`src/rtl/seq_ctrl_pkg.sv`:
```
// Shared constants for the sequence step controller: command op-codes,
// FSM state encoding and the values visited by the sequence.
package seq_ctrl_pkg;

  typedef enum logic [1:0] {
    OP_CLEAR = 2'b00,
    OP_STEP  = 2'b01,
    OP_RUN   = 2'b10,
    OP_NOP   = 2'b11
  } op_e;

  typedef enum logic {
    ST_IDLE = 1'b0,
    ST_RUN  = 1'b1
  } state_e;

  // Sequence values in visiting order; after SEQ_V7 the sequence loops back to SEQ_V4.
  localparam logic [3:0] SEQ_V0 = 4'd0;
  localparam logic [3:0] SEQ_V1 = 4'd2;
  localparam logic [3:0] SEQ_V2 = 4'd5;
  localparam logic [3:0] SEQ_V3 = 4'd7;
  localparam logic [3:0] SEQ_V4 = 4'd8;
  localparam logic [3:0] SEQ_V5 = 4'd10;
  localparam logic [3:0] SEQ_V6 = 4'd9;
  localparam logic [3:0] SEQ_V7 = 4'd11;

  localparam logic [3:0] LOOP_MAX = 4'd15;

endpackage

```
`src/rtl/seq_next_lut.sv`:
```
// Combinational next-value table for the sequence, flagging the 11->8 wrap.
module seq_next_lut
  import seq_ctrl_pkg::*;
(
  input  logic [3:0] cur_i,
  output logic [3:0] next_o,
  output logic       wrap_o
);

  // Off-sequence values fall back to the start of the sequence.
  always_comb begin
    next_o = SEQ_V0;
    wrap_o = 1'b0;
    case (cur_i)
      SEQ_V0: next_o = SEQ_V1;
      SEQ_V1: next_o = SEQ_V2;
      SEQ_V2: next_o = SEQ_V3;
      SEQ_V3: next_o = SEQ_V4;
      SEQ_V4: next_o = SEQ_V5;
      SEQ_V5: next_o = SEQ_V6;
      SEQ_V6: next_o = SEQ_V7;
      SEQ_V7: begin
        next_o = SEQ_V4;
        wrap_o = 1'b1;
      end
      default: next_o = SEQ_V0;
    endcase
  end

endmodule

```
`src/rtl/seq_step_ctrl.sv`:
```
// Sequence step controller: accepts CLEAR/STEP/RUN commands in IDLE and
// advances the sequence once per cycle while a RUN is in progress.
module seq_step_ctrl
  import seq_ctrl_pkg::*;
#(
  parameter int LEN_W = 8
) (
  input  logic             clk,
  input  logic             rst,
  input  logic             cmd_valid,
  output logic             cmd_ready,
  input  logic [1:0]       cmd_op,
  input  logic [LEN_W-1:0] cmd_len,
  input  logic             halt,
  output logic [3:0]       q,
  output logic             busy,
  output logic             done,
  output logic             aborted,
  output logic [15:0]      step_cnt,
  output logic [3:0]       loop_cnt
);

  state_e           state_q;
  logic [3:0]       q_q;
  logic [15:0]      step_cnt_q;
  logic [3:0]       loop_cnt_q;
  logic [LEN_W-1:0] remaining_q;
  logic             done_q;
  logic             aborted_q;

  logic [3:0]       q_d;
  logic             wrap;
  logic [15:0]      step_cnt_d;
  logic [3:0]       loop_cnt_d;

  seq_next_lut u_next (
    .cur_i  (q_q),
    .next_o (q_d),
    .wrap_o (wrap)
  );

  // Counter values to load whenever an advance happens.
  assign step_cnt_d = step_cnt_q + 16'd1;
  assign loop_cnt_d = (wrap && (loop_cnt_q != LOOP_MAX)) ? loop_cnt_q + 4'd1 : loop_cnt_q;

  always_ff @(posedge clk) begin
    if (rst) begin
      state_q     <= ST_IDLE;
      q_q         <= SEQ_V0;
      step_cnt_q  <= '0;
      loop_cnt_q  <= '0;
      remaining_q <= '0;
      done_q      <= 1'b0;
      aborted_q   <= 1'b0;
    end else begin
      done_q    <= 1'b0;
      aborted_q <= 1'b0;
      case (state_q)
        ST_IDLE: begin
          if (cmd_valid) begin
            case (op_e'(cmd_op))
              OP_CLEAR: begin
                q_q        <= SEQ_V0;
                step_cnt_q <= '0;
                loop_cnt_q <= '0;
                done_q     <= 1'b1;
              end
              OP_STEP: begin
                q_q        <= q_d;
                step_cnt_q <= step_cnt_d;
                loop_cnt_q <= loop_cnt_d;
                done_q     <= 1'b1;
              end
              OP_RUN: begin
                if (cmd_len == '0) begin
                  done_q <= 1'b1;
                end else begin
                  remaining_q <= cmd_len;
                  state_q     <= ST_RUN;
                end
              end
              default: ;
            endcase
          end
        end
        ST_RUN: begin
          // Halt takes priority over any advance, including the final one.
          if (halt) begin
            state_q     <= ST_IDLE;
            remaining_q <= '0;
            done_q      <= 1'b1;
            aborted_q   <= 1'b1;
          end else begin
            q_q         <= q_d;
            step_cnt_q  <= step_cnt_d;
            loop_cnt_q  <= loop_cnt_d;
            remaining_q <= remaining_q - 1'b1;
            if (remaining_q == LEN_W'(1)) begin
              state_q <= ST_IDLE;
              done_q  <= 1'b1;
            end
          end
        end
        default: state_q <= ST_IDLE;
      endcase
    end
  end

  assign cmd_ready = (state_q == ST_IDLE);
  assign busy      = (state_q == ST_RUN);
  assign q         = q_q;
  assign done      = done_q;
  assign aborted   = aborted_q;
  assign step_cnt  = step_cnt_q;
  assign loop_cnt  = loop_cnt_q;

endmodule

```
`config.mk`:
```
export PLATFORM = sky130hd
export DESIGN_NAME = seq_step_ctrl
export DESIGN_NICKNAME = d
export VERILOG_FILES = /design/src/rtl/seq_ctrl_pkg.sv /design/src/rtl/seq_next_lut.sv /design/src/rtl/seq_step_ctrl.sv
export SDC_FILE = /design/constraint.sdc
export NUM_CORES = 1
export LEC_CHECK = 0
export CAP_MARGIN = 15
export CORE_MARGIN = 5
export CORE_UTILIZATION = 45
export CTS_CLUSTER_SIZE = 28
export DETAILED_ROUTE_END_ITERATION = 8
export GPL_ROUTABILITY_DRIVEN = 1
export PLACE_DENSITY = 0.77
export SLEW_MARGIN = 10
export SYNTH_ARGS = -nofsm -noshare
export SYNTH_HDL_FRONTEND = slang
export SYNTH_SLANG_ARGS = --single-unit
export TNS_END_PERCENT = 10
```
`constraint.sdc`:
```
create_clock -name clk -period 2 [get_ports clk]
set_clock_uncertainty 0.1 [all_clocks]
set_input_delay 0.2 -clock clk [delete_from_list [all_inputs] [get_ports clk]]
set_output_delay 0.2 -clock clk [all_outputs]
set_load 0.05 [all_outputs]
```
==> summary.md, run 1 <==
| Metric | Value |
|---|---|
| Vias in the first global route | between 1500 and 2000 |
| Worst Setup SP | q[0]$_SDFFE_PP0P_ |
| Antenna-violating nets left | 0 |
| Cells after DPL | between 300 and 400 |
| Initial antenna violation count | 0 |
| Clock-pin slew of the registers on the worst-case setup and hold paths | 0.08 ns |
| Drt via density | 5.651 |
| Via Count | between 1500 and 2000 |
| Unrepaired setup endpoints after global routing | no |
| Fin crit share | between 90% and 100% |
| Initial Utilization | a little under half |
| CTS tree | done |
| Nets | just under 300 |
| Yosys cell types | roughly 50 |
| Setup tns final | 0 ns |
| FP Rows | 23 |
| Area Growth Syn to Fin | 35.81% |
| Post-CTS setup buffer count | 0 |
| CP max stage delay | roughly 0.86 ns |
| Top fanout value on the critical path | 10 |
| First-pass GRT wire length | between 7000 and 8000 µm |
| Top Layer Used | met4 |
| Final Core Density | 62.87% |
| Chip Height | ~74 µm |
| Final Power | 0.001487 W |
| Metal-1 WL | roughly 2100 µm |
| Cell area after synthesis | between 1500 and 2000 µm² |
| CP bufs+invs | 1 |
| Reg2reg end | remaining_q[7]$_SDFFE_PP0P_ |
| Initial DRT Pass Iterations | 4 |
| CP cell instances | clkdlybuf4s50_1 |
| Starting DRC count in detailed routing | 156 |
| Clk_lat worst skew | around 0.3 ns |
| Grt total ovfl | 0 |
| Slew headroom | between 60% and 70% |
| DRC Markers | 0 |
| H-tree levels | 2 |
| Reg2reg start | remaining_q[0]$_SDFFE_PP0P_ |
| Wire length on met2 | 2250 µm |
| Die Wd | 74.15 µm |
| Register area share after synthesis | a little under two fifths |
| Mean area per synthesized cell | approximately 8.4 µm² |
| Final Max Slew Viols | 0 |
| Setup violators final | 0 |
| Area of placed instances | around 2400 µm² |
| Core Footprint | between 4000 and 5000 µm² |
| Wire length on met3 | between 200 and 250 µm |
| Global placer's final weighted congestion | slightly below 0.9 |
| Min-delay worst type | primary input to flip-flop |
| All-Layer GR Usage | 18.45% |
| CTS Sinks | 35 |
| Post-synth top flop | dfxtp_1 |
| Post-Synthesis Cells | 220 |
| Yosys reg bits | 35 |
| IO Port Bufs | 41 |
| Fmax | approximately 520 MHz |
| Pwr dens | just under 600 nW/µm² |
| Yosys Warn Count | 0 |
| Largest net degree at the start of global routing | 20 |
| Max-cap violations | 0 |
| Crit path depth | 1 |
| CP Capture Point | q[0] |
| Max clock buf depth | 2 |
| Clk root buf | clkbuf_8 |
| Data arrival, critical path | between 1.5 and 2 ns |
| Number of diodes | 0 |
| Reg-to-reg slack, setup | ~0.25 ns |
| Peak supply drop | roughly 0.47 mV |
| Worst Setup Start Kind | flip-flop |
| R2R cell count | 4 |
| Non-filler cells, final | approximately 330 |
| DPL Wire Length | about 3400 µm |
| Final Hold Viols | 0 |
| Num CTS Buffers | 5 |
| Syn Nets | 238 |
| Die Area | 5498 µm² |
| Setup Crit Path Kind | flip-flop to output port |
| Final instance area | approximately 2500 µm² |
| WP data required | between 1.5 and 2 ns |
| CP top delay family | buffers and inverters |
| Pleak | just over 0.9 nW |
| Worst-Margin Slew | just over 0.5 ns |
| Async SR Flop Fraction | 0% |
| Slowest CP cell | clkdlybuf4s50_1 |
| Routed Wire Length | 4682 µm |
| Critical path capture point type | output port |
| Ports | 42 |
| Status | completed |
| Share of cells above drive strength 1 | between 10% and 20% |
| Most common cell after layout, fill and taps aside | clkdlybuf4s50_1 |
| Most frequent cells in the layout | clkdlybuf4s50_1, dfxtp_1, a21oi_1, buf_4, nor2_1 |
| Wire length per cell | 14.32 µm |
| Number of flops mapped to enable cells by yosys | 0 |
| Min Tclk post-route | ~1.9 ns |
-- cell families after synthesis --
logic type                 synth area share (%)
adders and majority gates                 2.703
xor gates and xnor gates                  4.257
AOI/OAI and AO/OA                         23.72
DFF                                       37.84
and+or+nand+nor                           26.62
buffers and inverters                     4.865
-- flip-flops by register name, indices dropped and copies added, names as in the netlist --
| signal | count |
|---|---|
| done | 1 |
| loop_cnt | 4 |
| busy | 1 |
| step_cnt | 16 |
| q | 4 |
| aborted | 1 |
| remaining_q | 8 |
-- metal layers --
metal / vias up / GRT usage, %
li1: 936 / -
met5: - / 0
met3: 9 / 3.919
met1: 863 / 22.23
met2: 40 / 31.50
met4: 0 / 8.249
-- repair_timing --
item / in CTS / in global routing
setup endpoints to repair: 0 / 1
hold buffers: 0 / 0
gates resized for setup: 0 / 1
-- worst min-delay path by stage --
stage / cells after the start / from / to / slack [ns]
5_1_grt: 3 / cmd_len[0] / remaining_q[0]$_SDFFE_PP0P_ / 0.40
6_report: 3 / halt / aborted$_SDFF_PP0_ / 0.38
4_1_cts: 3 / halt / aborted$_SDFF_PP0_ / 0.38
3_5_place_dp: 2 / step_cnt[15]$_SDFFE_PP0P_ / step_cnt[15]$_SDFFE_PP0P_ / 0.38
3_3_place_gp: 2 / step_cnt[15]$_SDFFE_PP0P_ / step_cnt[15]$_SDFFE_PP0P_ / 0.36
2_1_floorplan: 2 / halt / aborted$_SDFF_PP0_ / 0.22
-- synthesized netlist by cell type, types with 2 or more instances --
| library cell | instances | share of area (%) |
|---|---|---|
| a21o_1 | 2 | 0.81 |
| a21oi_1 | 23 | 6.2 |
| a22o_1 | 2 | 0.95 |
| a22oi_1 | 2 | 0.81 |
| a311o_1 | 2 | 1.1 |
| a31oi_1 | 7 | 2.4 |
| and3_1 | 2 | 0.68 |
| and4_1 | 3 | 1.4 |
| buf_2 | 3 | 0.81 |
| clkbuf_1 | 6 | 1.2 |
| dfxtp_1 | 35 | 38 |
| ha_1 | 4 | 2.7 |
| inv_1 | 9 | 1.8 |
| nand2_1 | 8 | 1.6 |
| nand2b_1 | 4 | 1.4 |
| nand3_1 | 11 | 3.0 |
| nand3b_1 | 3 | 1.2 |
| nand4_1 | 4 | 1.4 |
| nor2_1 | 17 | 3.4 |
| nor2b_1 | 2 | 0.68 |
| nor3_1 | 5 | 1.4 |
| o2111ai_1 | 3 | 1.4 |
| o211ai_1 | 2 | 0.81 |
| o21ai_0 | 12 | 3.2 |
| o31ai_1 | 5 | 2.0 |
| or3_1 | 8 | 2.7 |
| or4_1 | 5 | 2.0 |
| or4_4 | 3 | 1.8 |
| xnor2_1 | 3 | 1.4 |
| xor2_1 | 6 | 2.8 |
-- cell type report --
type | instances | area [µm²]
Sequential cell | 35 | 701.9
Inverter | 9 | 33.78
Clock buffer | 5 | 68.82
Multi-Input combinational cell | 165 | 1061
Timing Repair Buffer | 60 | 563.0
Fill cell | 363 | 1485
Tap cell | 50 | 62.56
Clock inverter | 3 | 23.77
-- through the flow --
step	setup slack, ns	hold WS [ns]
final	0.07944	0.3849
after global routing	0.007324	0.4046
after CTS	0.03022	0.3796
after detailed placement	-0.05182	0.3798
after global placement	-0.03885	0.3626
after floorplan	0.002966	0.2206
-- where the power goes --
group	switching (W)	internal, W	total, W	leakage (nW)
combinational	0.000113	0.000104	0.000217	0.581
clock	0.000285	0.000249	0.000534	0.0408
sequential	0.0000229	0.000712	0.000735	0.284
-- worst reg2reg max path, cell delays in order (launching register included) --
cell,delay (ns)
dfxtp_1,0.36
or4_4,0.58
nand2b_1,0.17
or4_1,0.40
nand4_1,0.09
Note: power is estimated with default switching activity, not from simulation.
==> run 2: changes to the inputs <==
- MAX_ROUTING_LAYER: unset -> met4
==> summary.md, run 2 (synthesis gave the netlist of run 1 again) <==
| Metric | Value |
|---|---|
| Status | completed |
| Initial antenna violation count | 0 (unchanged) |
| Top fanout value on the critical path | 10 (unchanged) |
| Register share of total power | 48.9% (-0.5 points) |
| Clock-pin slew of the registers on the worst-case setup and hold paths | 0.08 ns (about the same) |
| Hold Buf Count CTS | 0 (unchanged) |
| CP max stage delay | 0.86 ns (about the same) |
| Data arrival, critical path | 1.63 ns (about the same) |
| CP cell instances | clkdlybuf4s50_1 |
| Register Area | 701.9 µm² (unchanged) |
| FP Rows | 23 (unchanged) |
| Reg-to-reg slack, setup | 0.25 ns (about the same) |
| Minimum hold slack | 0.3872 ns (+0.002284 ns) |
| Setup Crit Path Kind | flip-flop to output port |
| Fin crit share | 96.34% (+0.31 points) |
| Via Count | 1816 (-1.7%) |
| Drt via density | 5.554 (-1.7%) |
| Reg2reg start | remaining_q[0]$_SDFFE_PP0P_ |
| Slew headroom | 65.78% (-0.12 points) |
| Min Tclk post-route | 1.927 ns (+0.006214 ns) |
| Pleak | 0.9117 nW (+0.73%) |
| Peak supply drop | 0.5681 mV (+20%) |
| Clock group share of total power | 36.7% (+0.7 points) |
| Hold endpoint | step_cnt[15]$_SDFFE_PP0P_ |
| Hold Path Cell Cnt | 2 (-1) |
| Grt total ovfl | 0 (unchanged) |
| CTS tree | done |
| Worst-Margin Slew | 0.5124 ns (+0.002621 ns) |
| Post-CTS setup buffer count | 0 (unchanged) |
| Max-cap violations | 0 (unchanged) |
| Most common cell after layout, fill and taps aside | clkdlybuf4s50_1 |
| All-Layer GR Usage | 18.64% (+0.19 points) |
| Worst Setup Start Kind | flip-flop |
| IO Port Bufs | 41 (unchanged) |
| CTS resizes | 0 (unchanged) |
| Reg2reg end | remaining_q[7]$_SDFFE_PP0P_ |
| DPL Wire Length | 3428 µm (+0.46%) |
| Routed Wire Length | 4551 µm (-2.8%) |
| Slowest CP cell | clkdlybuf4s50_1 |
| Internal Power | 0.001097 W (+3.0%) |
| Final Hold Viols | 0 (unchanged) |
| Unrepaired setup endpoints after global routing | no |
| Critical path capture point type | output port |
| CP bufs+invs | 1 (unchanged) |
| First-pass GRT wire length | 7838 µm (-0.96%) |
| Chip Height | 74.15 µm (unchanged) |
| Comb pwr share | 14.4% (-0.2 points) |
| Global placer's final weighted congestion | 0.8788 (+0.66%) |
| H-tree levels | 2 (unchanged) |
| Core Footprint | 4000 µm² (unchanged) |
| Initial Utilization | 46.29% (unchanged) |
| Vias in the first global route | 1718 (-2.9%) |
| Share of cells above drive strength 1 | 13.72% (unchanged) |
| Starting DRC count in detailed routing | 142 (-9.0%) |
| CTS Sinks | 35 (unchanged) |
| Most frequent cells in the layout | clkdlybuf4s50_1, dfxtp_1, a21oi_1, buf_4, nor2_1 |
| Antenna-violating nets left | 0 (unchanged) |
| Switching power | 0.0004066 W (-3.6%) |
| Initial DRT Pass Iterations | 4 (unchanged) |
| Wire length per cell | 13.92 µm (-2.8%) |
| Die Area | 5498 µm² (unchanged) |
| DRC Markers | 0 (unchanged) |
| Sw frac | 27.04% (-1.3 points) |
| Max reg flops | 16 (unchanged) |
| Largest net degree at the start of global routing | 20 (unchanged) |
| Pwr dens | 596.3 nW/µm² (+0.89%) |
| CP top delay family | buffers and inverters |
| Setup violators final | 0 (unchanged) |
| Fmax | 519.0 MHz (-0.32%) |
| Num CTS Buffers | 5 (unchanged) |
| WP data required | 1.70 ns (about the same) |
| Number of diodes | 0 (unchanged) |
| Footprint of the multi-input gates | 1061 µm² (unchanged) |
| Worst hold start | step_cnt[15]$_SDFFE_PP0P_ |
| Die Wd | 74.15 µm (unchanged) |
| Final Max Slew Viols | 0 (unchanged) |
| Ports | 42 (unchanged) |
| Area Growth Syn to Fin | 36.15% |
| Final Core Density | 63.03% (+0.16 points) |
| Min-delay worst type | flip-flop to flip-flop |
| Clk_lat worst skew | 0.29 ns (about the same) |
| R2R cell count | 4 (unchanged) |
| Nets | 294 (unchanged) |
| Max clock buf depth | 2 (unchanged) |
| Clk root buf | clkbuf_8 |
| Fill count | 385 (+6.1%) |
-- run 2: routing by layer --
metal	vias up	share of wire [%]	global-route usage, %
li1	938	-	-
met1	832	46	22.77
met2	39	47	30.41
met3	7	5.1	4.189
met4	0	1.5	6.036
met5	-	0	-
-- run 2: final cells by class --
class | instances | area share, %
clock inverter | 2 | 0.6452
multi-input combinational | 165 | 42.08
timing repair buffer | 60 | 22.33
clock buffer | 6 | 3.275
sequential | 35 | 27.84
inverter | 9 | 1.340
tap | 50 | 2.481
-- run 2: power groups by stage --
stage / clock, W / combinational, W / sequential, W
finish: 0.000552 / 0.000217 / 0.000735
global route: 0.000600 / 0.000235 / 0.000739
CTS: 0.000568 / 0.000218 / 0.000735
detailed placement: 0 / 0.000217 / 0.000751
global placement: 0 / 0.000214 / 0.000750
floorplan: 0 / 0.000105 / 0.000767
-- run 2: worst max path at each step --
stage / slack, ns / endpoint / depth (start not counted) / from
floorplan: 0.003 / step_cnt[15]$_SDFFE_PP0P_ / 4 / step_cnt[2]$_SDFFE_PP0P_
global placement: -0.04 / remaining_q[5]$_SDFFE_PP0P_ / 5 / cmd_len[2]
detailed placement: -0.07 / remaining_q[5]$_SDFFE_PP0P_ / 5 / cmd_len[6]
CTS: 0.03 / q[1] / 1 / q[1]$_SDFFE_PP0P_
global route: 0.008 / q[0] / 1 / q[0]$_SDFFE_PP0P_
finish: 0.07 / q[0] / 1 / q[0]$_SDFFE_PP0P_
-- run 2: stage by stage --
stage | area [µm²] | cells | power [W] | worst slack, ns | TNS [ns]
5_1_grt | 2521 | 327 | 0.001574 | 0.008354 | 0
3_5_place_dp | 2420 | 319 | 0.0009680 | -0.06551 | -0.1281
3_3_place_gp | 2420 | 319 | 0.0009644 | -0.03887 | -0.07111
6_report | 2521 | 327 | 0.001503 | 0.07323 | 0
4_1_cts | 2519 | 327 | 0.001521 | 0.03165 | 0
2_1_floorplan | 1853 | 220 | 0.0008721 | 0.002966 | 0
==> run 3: changes to the inputs <==
- SETUP_SLACK_MARGIN: unset -> 0.3
==> summary.md, run 3 (synthesis gave the netlist of run 1 again) <==
| Metric | Value |
|---|---|
| Peak supply drop | 0.3132 mV (-45%) |
| Internal Power | 0.001137 W (+3.7%) |
| Clock-pin slew of the registers on the worst-case setup and hold paths | 0.07 ns (about the same) |
| Hold Path Cell Cnt | 3 (+1) |
| CTS tree | done |
| Via Count | 1878 (+3.4%) |
| Top fanout value on the critical path | 10 (unchanged) |
| Die Area | 5498 µm² (unchanged) |
| Max clock buf depth | 2 (unchanged) |
| DRC Markers | 0 (unchanged) |
| Worst Setup Start Kind | flip-flop |
| Reg2reg end | remaining_q[7]$_SDFFE_PP0P_ |
| Clk root buf | clkbuf_8 |
| Number of diodes | 0 (unchanged) |
| Comb pwr share | 14.7% (+0.3 points) |
| Area Growth Syn to Fin | 40.95% |
| Status | completed |
| CP top delay family | buffers and inverters |
| Vias in the first global route | 1777 (+3.4%) |
| Share of cells above drive strength 1 | 20.14% (+6.4 points) |
| Setup violators final | 0 (unchanged) |
| Sw frac | 25.90% (-1.1 points) |
| Initial antenna violation count | 0 (unchanged) |
| Num CTS Buffers | 5 (unchanged) |
| Final Hold Viols | 0 (unchanged) |
| Fmax | 548.1 MHz (+5.6%) |
| Fill count | 335 (-13%) |
| Final instance area | 2610 µm² (+3.5%) |
| Unrepaired setup endpoints after global routing | yes |
| FP Rows | 23 (unchanged) |
| H-tree levels | 2 (unchanged) |
| All-Layer GR Usage | 19.07% (+0.43 points) |
| Grt total ovfl | 0 (unchanged) |
| Max-cap violations | 0 (unchanged) |
| Antenna-violating nets left | 0 (unchanged) |
| Final Max Slew Viols | 0 (unchanged) |
| Most common cell after layout, fill and taps aside | clkdlybuf4s50_1 |
| Data arrival, critical path | 1.52 ns (-0.11 ns) |
| Register Area | 735.7 µm² (+4.8%) |
| Core Footprint | 4000 µm² (unchanged) |
| Chip Height | 74.15 µm (unchanged) |
| Cells after DPL | 319 (unchanged) |
| DPL Wire Length | 3504 µm (+2.2%) |
| Max reg flops | 16 (unchanged) |
| CP cell instances | clkdlybuf4s50_1 |
| Worst-Margin Slew | 0.5073 ns (-0.005112 ns) |
| WP data required | 1.70 ns (about the same) |
| Hold endpoint | remaining_q[0]$_SDFFE_PP0P_ |
| Setup Crit Path Kind | flip-flop to output port |
| Starting DRC count in detailed routing | 173 (+22%) |
| Worst hold start | cmd_len[0] |
| Reg2reg start | remaining_q[0]$_SDFFE_PP0P_ |
| Ports | 42 (unchanged) |
| Wire length per cell | 14.52 µm (+4.3%) |
| CP bufs+invs | 1 (unchanged) |
| Clock group share of total power | 37.6% (+0.9 points) |
| Switching power | 0.0003975 W (-2.2%) |
| Reg-to-reg slack, setup | 0.24 ns (about the same) |
| IO Port Bufs | 41 (unchanged) |
| Nets | 295 (+0.34%) |
| Pwr dens | 588.0 nW/µm² (-1.4%) |
| Area of placed instances | 2464 µm² (+1.8%) |
| Slowest CP cell | clkdlybuf4s50_1 |
| Pleak | 1.032 nW (+13%) |
| R2R cell count | 4 (unchanged) |
| CP max stage delay | 0.83 ns (-0.03 ns) |
| Fin crit share | 91.23% (-5.1 points) |
| Largest net degree at the start of global routing | 20 (unchanged) |
| CTS Sinks | 35 (unchanged) |
| Most frequent cells in the layout | clkdlybuf4s50_1, a21oi_1, buf_4, nor2_1, dfxtp_1 |
| Routed Wire Length | 4763 µm (+4.7%) |
| Initial Utilization | 46.29% (unchanged) |
| Non-filler cells, final | 328 (+0.31%) |
| Slew headroom | 66.07% (+0.29 points) |
| Critical path capture point type | output port |
| Crit path depth | 1 (unchanged) |
| Setup tns final | 0 ns (unchanged) |
| Hold Buf Count CTS | 0 (unchanged) |
| Min Tclk post-route | 1.825 ns (-0.1022 ns) |
| Min-delay worst type | primary input to flip-flop |
| First-pass GRT wire length | 8066 µm (+2.9%) |
| Register share of total power | 47.7% (-1.2 points) |
| Drt via density | 5.726 (+3.1%) |
| Clk_lat worst skew | 0.29 ns (about the same) |
| Global placer's final weighted congestion | 0.9054 (+3.0%) |
| Die Wd | 74.15 µm (unchanged) |
| Footprint of the multi-input gates | 1085 µm² (+2.2%) |
| Initial DRT Pass Iterations | 4 (unchanged) |
==> run 3: how the worst max path moves through the flow <==
stage / end / from
CTS: step_cnt[11] / step_cnt[11]$_SDFFE_PP0P_
global route: q[0] / q[0]$_SDFFE_PP0P_
global placement: remaining_q[6]$_SDFFE_PP0P_ / cmd_len[2]
floorplan: loop_cnt[3]$_SDFFE_PP0P_ / busy$_SDFF_PP0_
detailed placement: remaining_q[5]$_SDFFE_PP0P_ / cmd_len[2]
finish: q[0] / q[0]$_SDFFE_PP0P_
==> run 3: metal layers <==
metal	routed length, µm	global-route usage [%]
met1	2070	22.42
met2	2348	31.79
met3	276	3.784
met4	68	7.646
met5	0	-
==> run 3: timing repair <==
action,in CTS,in global routing
endpoints found under the setup margin,34,38
gates cloned,0,0
pin swaps,0,4
gates resized for setup,3,14
buffers inserted,0,1
==> run 3: cell type report <==
class	count	area share (%)
Inverter	9	1.294
Timing Repair Buffer	61	22.68
Tap cell	50	2.397
Sequential cell	35	28.19
Clock buffer	8	3.883
Multi-Input combinational cell	165	41.56
==> run 3: metrics by stage <==
stage	hold slack [ns]	power (W)	setup slack (ns)	utilization (%)
finish	0.1078	0.001535	0.1754	65.25
global route	0.1047	0.001591	0.1264	65.25
CTS	0.4021	0.001540	0.1640	64.03
detailed placement	0.3900	0.0009666	-0.08143	61.59
global placement	0.3649	0.0009640	-0.04708	61.59
floorplan	0.2206	0.0008692	0.2547	-
==> run 3: power groups by stage <==
stage                     clock network, W  registers (W)  logic [W]
after floorplan                          0       0.000762   0.000107
after global placement                   0       0.000745   0.000219
after detailed placement                 0       0.000745   0.000221
after CTS                         0.000590       0.000729   0.000221
after global routing              0.000611       0.000734   0.000246
final                             0.000577       0.000731   0.000226
